<file path="config.mk">
export PLATFORM = sky130hd
export DESIGN_NAME = button_conditioner
export DESIGN_NICKNAME = d
export VERILOG_FILES = /design/src/rtl/button_conditioner.sv
export SDC_FILE = /design/constraint.sdc
export NUM_CORES = 1
export LEC_CHECK = 0
export ABC_CLOCK_PERIOD_IN_PS = 10620
export CAP_MARGIN = 20
export CORE_MARGIN = 8
export CORE_UTILIZATION = 41
export CTS_BUF_LIST = sky130_fd_sc_hd__clkbuf_8
export CTS_CLUSTER_DIAMETER = 120
export CTS_CLUSTER_SIZE = 14
export DETAILED_ROUTE_END_ITERATION = 7
export PLACE_DENSITY = 0.6
export RECOVER_POWER = 100
export SLEW_MARGIN = 20
export SYNTH_ARGS = -nofsm -noshare
export SYNTH_HDL_FRONTEND = slang
export SYNTH_SLANG_ARGS = --single-unit
</file>
<file path="constraint.sdc">
create_clock -name Clk -period 10.62 [get_ports Clk]
set_input_delay 2.124 -clock Clk [delete_from_list [all_inputs] [get_ports Clk]]
set_output_delay 2.124 -clock Clk [all_outputs]
set_load 0.05 [all_outputs]
</file>
<file path="src/rtl/button_conditioner.sv">
`default_nettype none
// ============================================================================
//  Module      : button_conditioner
//  Description : Multi-channel push-button conditioner. Each channel
//                synchronises a raw asynchronous button, debounces it into a
//                clean level and produces single-cycle press, release,
//                auto-repeat and strobe (press | repeat) events.
//  Revision    : 1.0 - initial release
// ============================================================================
module button_conditioner #(
  parameter int WIDTH           = 4,
  parameter int DEBOUNCE_CYCLES = 500000,
  parameter int REPEAT_EN       = 1,
  parameter int REPEAT_DELAY    = 25000000,
  parameter int REPEAT_PERIOD   = 5000000
) (
  input  logic             Clk,
  input  logic             Reset,
  input  logic [WIDTH-1:0] BTN,
  output logic [WIDTH-1:0] Level,
  output logic [WIDTH-1:0] Press,
  output logic [WIDTH-1:0] Release,
  output logic [WIDTH-1:0] Repeat,
  output logic [WIDTH-1:0] Strobe
);

  // Debounce counter only has to reach D-1, so ceil(log2(D)) bits suffice.
  localparam int DB_W    = (DEBOUNCE_CYCLES > 1) ? $clog2(DEBOUNCE_CYCLES) : 1;
  localparam int REP_MAX = (REPEAT_DELAY > REPEAT_PERIOD) ? REPEAT_DELAY : REPEAT_PERIOD;
  localparam int REP_W   = (REP_MAX > 1) ? $clog2(REP_MAX) : 1;

  localparam logic [DB_W-1:0]  DB_LAST     = DB_W'(DEBOUNCE_CYCLES - 1);
  localparam logic [REP_W-1:0] DELAY_LAST  = REP_W'(REPEAT_DELAY - 1);
  localparam logic [REP_W-1:0] PERIOD_LAST = REP_W'(REPEAT_PERIOD - 1);
  localparam bit               REP_ON      = (REPEAT_EN != 0);

  typedef enum logic [1:0] {
    ST_IDLE  = 2'd0,
    ST_DELAY = 2'd1,
    ST_RPT   = 2'd2
  } rep_state_t;

  genvar ch;
  generate
    for (ch = 0; ch < WIDTH; ch++) begin : g_chan
      logic             s1;
      logic             s2;
      logic             level_q;
      logic             press_q;
      logic             release_q;
      logic             repeat_q;
      logic             strobe_q;
      logic [DB_W-1:0]  db_cnt;
      logic [DB_W-1:0]  db_cnt_nxt;
      logic             level_nxt;
      logic             press_nxt;
      logic             release_nxt;
      logic             repeat_nxt;
      logic [REP_W-1:0] rep_cnt;
      logic [REP_W-1:0] rep_cnt_nxt;
      rep_state_t       state;
      rep_state_t       state_nxt;

      // Debounce: any sample agreeing with the current level restarts qualification.
      always_comb begin
        level_nxt   = level_q;
        db_cnt_nxt  = '0;
        press_nxt   = 1'b0;
        release_nxt = 1'b0;
        if (s2 != level_q) begin
          if (db_cnt == DB_LAST) begin
            level_nxt   = s2;
            press_nxt   = s2;
            release_nxt = ~s2;
          end else begin
            db_cnt_nxt = db_cnt + 1'b1;
          end
        end
      end

      // Repeat FSM next state: a release always wins over a terminal count.
      always_comb begin
        state_nxt   = state;
        rep_cnt_nxt = '0;
        repeat_nxt  = 1'b0;
        case (state)
          ST_IDLE: begin
            if (press_nxt && REP_ON) begin
              state_nxt = ST_DELAY;
            end
          end
          ST_DELAY: begin
            if (release_nxt) begin
              state_nxt = ST_IDLE;
            end else if (rep_cnt == DELAY_LAST) begin
              repeat_nxt = 1'b1;
              state_nxt  = ST_RPT;
            end else begin
              rep_cnt_nxt = rep_cnt + 1'b1;
            end
          end
          ST_RPT: begin
            if (release_nxt) begin
              state_nxt = ST_IDLE;
            end else if (rep_cnt == PERIOD_LAST) begin
              repeat_nxt = 1'b1;
            end else begin
              rep_cnt_nxt = rep_cnt + 1'b1;
            end
          end
          default: begin
            state_nxt = ST_IDLE;
          end
        endcase
      end

      // Synchroniser, debounced level and registered event pulses.
      always_ff @(posedge Clk or posedge Reset) begin
        if (Reset) begin
          s1        <= 1'b0;
          s2        <= 1'b0;
          level_q   <= 1'b0;
          db_cnt    <= '0;
          press_q   <= 1'b0;
          release_q <= 1'b0;
          repeat_q  <= 1'b0;
          strobe_q  <= 1'b0;
        end else begin
          s1        <= BTN[ch];
          s2        <= s1;
          level_q   <= level_nxt;
          db_cnt    <= db_cnt_nxt;
          press_q   <= press_nxt;
          release_q <= release_nxt;
          repeat_q  <= repeat_nxt;
          strobe_q  <= press_nxt | repeat_nxt;
        end
      end

      // Repeat FSM state and repeat counter.
      always_ff @(posedge Clk or posedge Reset) begin
        if (Reset) begin
          state   <= ST_IDLE;
          rep_cnt <= '0;
        end else begin
          state   <= state_nxt;
          rep_cnt <= rep_cnt_nxt;
        end
      end

      assign Level[ch]   = level_q;
      assign Press[ch]   = press_q;
      assign Release[ch] = release_q;
      assign Repeat[ch]  = repeat_q;
      assign Strobe[ch]  = strobe_q;
    end
  endgenerate

endmodule
`default_nettype wire
</file>
### Word-level counts from Yosys, hierarchy flattened

Index checks and enable logic that the tools add are counted.

* output and inout bits: 20
* logic and storage cells: 188
* memories: 0
* memory bits (writable): 0
* register bits after elaboration: 212
* bits in latches: 0
* bits of input ports: 6
* memory bits (read-only): 0

* reductions and logical operators: 12
* equal/unequal tests: 36
* mux-type cells: 84
* divide/modulo/power cells: 0
* multiply operators: 0
* shifts and indexed selects: 0
* add/sub/neg operators: 8
* $lt $le $gt $ge: 0
* bitwise operators: 8

Operator list (number)
* $mux 25: 16
* $pmux 25 s2: 4
* $mux 19: 8
* $add 25x1->25 const B: 4
* $eq 25x23->1 const B: 4
* $eq 25x25->1 const B: 4
* $add 19x1->19 const B: 4
* $eq 19x19->1 const B: 4
* $mux 1: 32
* $mux 2: 16
* $pmux 2 s3: 4
* $ne 2x2->1 const B: 8
* $ne 3x3->1 const B: 4
* $reduce_and 3->1: 4
* $eq 2x1->1 const B: 4
* $eq 2x2->1 const B: 4
* $logic_not 2->1: 4
* $pmux 1 s2: 4
* $reduce_and 2->1: 4
* $ne 1x1->1: 4
* $not 1->1: 4
* $or 1x1->1: 4

### Longest topological paths before layout

* word-level depth: 6
* depth in mapped cells: 8

### Worst setup path before layout

No wires, ideal clock.

* path type: reg-to-output
* from: register g_chan[2].level_q
* to: output port Level[2]
* buffers on the path: 1
* stages on the path, launching flop included: 2
* data arrival time: 589 ps
* slack: 7907 ps
* path through: dfrtp_1 -> buf_4

RTL lines
* start: declaration: RTL line 48 `logic level_q;`
* start signal: assignment: RTL line 131 `level_q <= level_nxt;`
* end: declaration: RTL line 20 `output logic [WIDTH-1:0] Level,`

No word-level cell between the ends.

==> results by group <==
Critical path
  – Launching point of the worst reg2reg path: g_chan[2].rep_cnt[13]$_DFF_PP0_
  – Slowest CP cell: clkinvlp_2
  – Arr. time, crit path: 6.68 ns
  – Setup crit start kind: input pin
  – Critical-path cell list: dlygate4sd3_1, clkinvlp_2, buf_4, buf_4
  – Crit path required time: 11.22 ns
  – R2R depth: 5
  – Worst setup EP type: async pin
  – FF-to-FF End: g_chan[2].rep_cnt[22]$_DFF_PP0_
  – Reg-to-reg slack, setup: 7.29 ns
  – Crit Path Max Fanout: 99
  – CP Buf/Inv Count: 4
  – Crit Path Category: input pin to async pin
  – Cell mode on critical path: buf_4
  – Slowest stage delay, CP: 2.35 ns
  – CP top delay family: buffers and inverters

Power and ir drop
  – Pwr dens: 114 nW/µm²
  – Flop pwr share: 0.642
  – Switching share of power: 0.228
  – Combinational Power Share: 0.022
  – Internal: 0.982 mW
  – Maximum VDD drop: 79.9 µV
  – Leakage: 4.59 nW
  – Clock power share: 0.335
  – Sw power: 0.289 mW
  – Pwr Total: 1.27 mW

Timing
  – Hold Slack: 0.349 ns
  – FMAX: 164 MHz
  – Final hold violations: 0
  – Pins Over Slew Limit: 126
  – Final Skew: 0.0261 ns
  – RSZ-0062 raised after global routing: no
  – Period utilization: 0.573
  – Setup TNS Final: 0 ns
  – Slew HR: -1.85
  – Slew @ Worst Pin: 4.25 ns
  – Final Setup Violations: 0
  – Final Critical Period: 6.08 ns

Global route
  – Global Route met2 Usage: 0.208
  – Initial antenna violation count: 0
  – GRT overflow: 0
  – Vias in the first global route: 7124
  – GR Layer Usage met1: 0.167
  – First-pass GRT wire length: 33500 µm
  – Busiest layer in global routing: met2
  – Largest net degree at the start of global routing: 100
  – GR met3 Demand/Resource: 0.0200
  – GRT Total Usage: 0.125

Routing
  – Via-per-instance ratio: 5.05
  – Antenna Nets Post-Route: 0
  – Vias: 7099
  – Initial DRT Pass Iterations: 6
  – Starting DRT DRC Count: 334
  – Wire per inst: 13.4 µm
  – Residual DRC: 0
  – Total wire length: 18800 µm

Hold path
  – Worst Hold Path EP: g_chan[2].s2$_DFF_PP0_
  – Hold path depth: 0
  – Min-Delay Startpoint: g_chan[2].s1$_DFF_PP0_
  – Worst min path class: register to register

Place
  – Port Buffers: 25
  – Hpwl dp: 12400 µm
  – DP Area: 10900 µm²
  – Final GP Congestion: 0.753

Final layout
  – Layout cell share with drive strength beyond 1: 0.0326
  – Final-stage net count: 1102
  – Final Instance Area: 11100 µm²
  – N_diodes: 0
  – Most frequent cells in the layout: nor2_1, dfrtp_1, xor2_1
  – Commonest non-fill, non-tap cell in the layout: nor2_1
  – Fill cell count: 2467
  – Area grow syn2layout: 6.63%

Synth
  – Syn Inst Count: 1064
  – Cell variety after synth: 62
  – Cell area after synthesis: 10400 µm²
  – Synth Warn #: 0
  – Post-synth top flop: dfrtp_1
  – Mean post-synth cell area: 9.81 µm²
  – Top post-synthesis cells by area: dfrtp_1, xor2_1, nor2_1
  – Number of flops mapped to enable cells by yosys: 0
  – Sequential area share after synthesis: 0.508
  – Synth top area share: 0.508
  – FF+latch count, synth: 212
  – Fraction of registers with async set/reset: 1.00
  – Synth Net Count: 1090
  – Cell taking the most area after synthesis: dfrtp_1

CTS
  – CTS H-tree lvls: 1
  – Worst skew pair latency: 0.52 ns
  – Hold bufs inserted after CTS: 0
  – Post-CTS Setup Bufs: 0
  – CTS tree: built
  – Clk buf depth: 3
  – Number of buffers created by CTS: 19
  – Worst-path clk slew: 0.10 ns
  – Root buf cell: clkbuf_8
  – Resize count post-CTS: 0
  – Clk sinks: 212

Job
  – Number of max-cap violations: 2

Floorplanning
  – Die Footprint: 30800 µm²
  – CORE AREA: 25100 µm²
  – Initial Util: 0.416
  – Die width: 176 µm
  – IO Pins: 26
  – Num rows: 58
  – Height of the chip: 176 µm

Outcome
  – Failing checks: capacitance limit, slew limit
  – Outcome: finished, violations left
==> metal layers <==
| metal | up-vias | part of all wire |
|---|---|---|
| li1 | 3589 | - |
| met1 | 3430 | 0.50 |
| met2 | 57 | 0.45 |
| met3 | 23 | 0.027 |
| met4 | 0 | 0.022 |
| met5 | - | 0 |
==> registers in the layout, summed over array words and instances (netlist names) <==
register,cells
g_chan.rep_cnt,100
g_chan.press_q,4
g_chan.s1,4
g_chan.db_cnt,76
g_chan.release_q,4
g_chan.level_q,4
g_chan.s2,4
g_chan.repeat_q,4
g_chan.strobe_q,4
g_chan.state,8
==> cell type report <==
class | count | area [µm²] | share of cell area
inverters | 32 | 121 | 0.0109
clock buffers | 19 | 262 | 0.0235
repair buffers | 29 | 274 | 0.0246
well taps | 330 | 413 | 0.0371
flip-flops and latches | 212 | 5310 | 0.477
clock inverters | 1 | 16.3 | 0.00146
multi-input cells | 782 | 4730 | 0.426
==> worst register-to-register path, stage by stage (launching register included) <==
cell and delay, ns:
dfrtp_1 0.42, or4b_2 0.68, nor4_1 0.37, nor2b_1 0.09
o211ai_1 1.42, nor2_1 0.14
==> kinds of logic (layout without fill, tap and decap cells) <==
family          count (synthesis)  after routing  synth area share
simple gates                  557            557             0.269
flops                         212            212             0.508
xor+xnor                      154            154             0.129
buf+inv                        70             81            0.0344
compound gates                 46             46            0.0295
fa+ha+maj                      20             20            0.0240
mux                             5              5           0.00528
==> power groups by stage <==
stage	Sequential [mW]	Combinational, mW	Clock, mW
2_1_floorplan	0.831	0.0215	0
3_3_place_gp	0.832	0.0313	0
3_5_place_dp	0.832	0.0315	0
4_1_cts	0.816	0.0316	0.456
5_1_grt	0.818	0.0346	0.479
6_report	0.816	0.0285	0.427
==> synthesized netlist by cell type (all sizes together) (3+ instances only) <==
cell type / n
nand4b: 4
xor2: 95
a21oi: 12
nand3: 63
or4: 7
ha: 20
inv: 32
nor2: 221
nor4b: 7
nor4bb: 7
nand2: 84
xnor2: 59
nand2b: 13
o21ai: 10
buf: 28
and4: 20
o22ai: 3
and3: 30
mux2: 4
nand3b: 3
or2: 7
nor3: 9
dfrtp: 212
nor4: 14
or3: 9
nand4: 42
and2: 7
clkbuf: 10
nor2b: 4
==> per-stage QoR <==
stage	worst slack, ns	cells	utilization
floorplan	2.70	1064	-
global placement	5.92	1384	0.434
detailed placement	5.93	1385	0.434
CTS	6.49	1405	0.445
global route	3.60	1405	0.443
finish	4.54	1405	0.443
==> worst max path at each step <==
stage | start | to | slack (ns) | cells after the start
after floorplan | Reset | g_chan[0].db_cnt[0]$_DFF_PP0_ | 2.70 | 1
after global placement | Reset | g_chan[2].db_cnt[4]$_DFF_PP0_ | 5.92 | 4
after detailed placement | Reset | g_chan[2].db_cnt[17]$_DFF_PP0_ | 5.93 | 4
after CTS | Reset | g_chan[3].db_cnt[10]$_DFF_PP0_ | 6.49 | 4
after global routing | Reset | g_chan[2].db_cnt[7]$_DFF_PP0_ | 3.60 | 4
final | Reset | g_chan[3].db_cnt[17]$_DFF_PP0_ | 4.54 | 4
(Power assumes the default switching activity.)
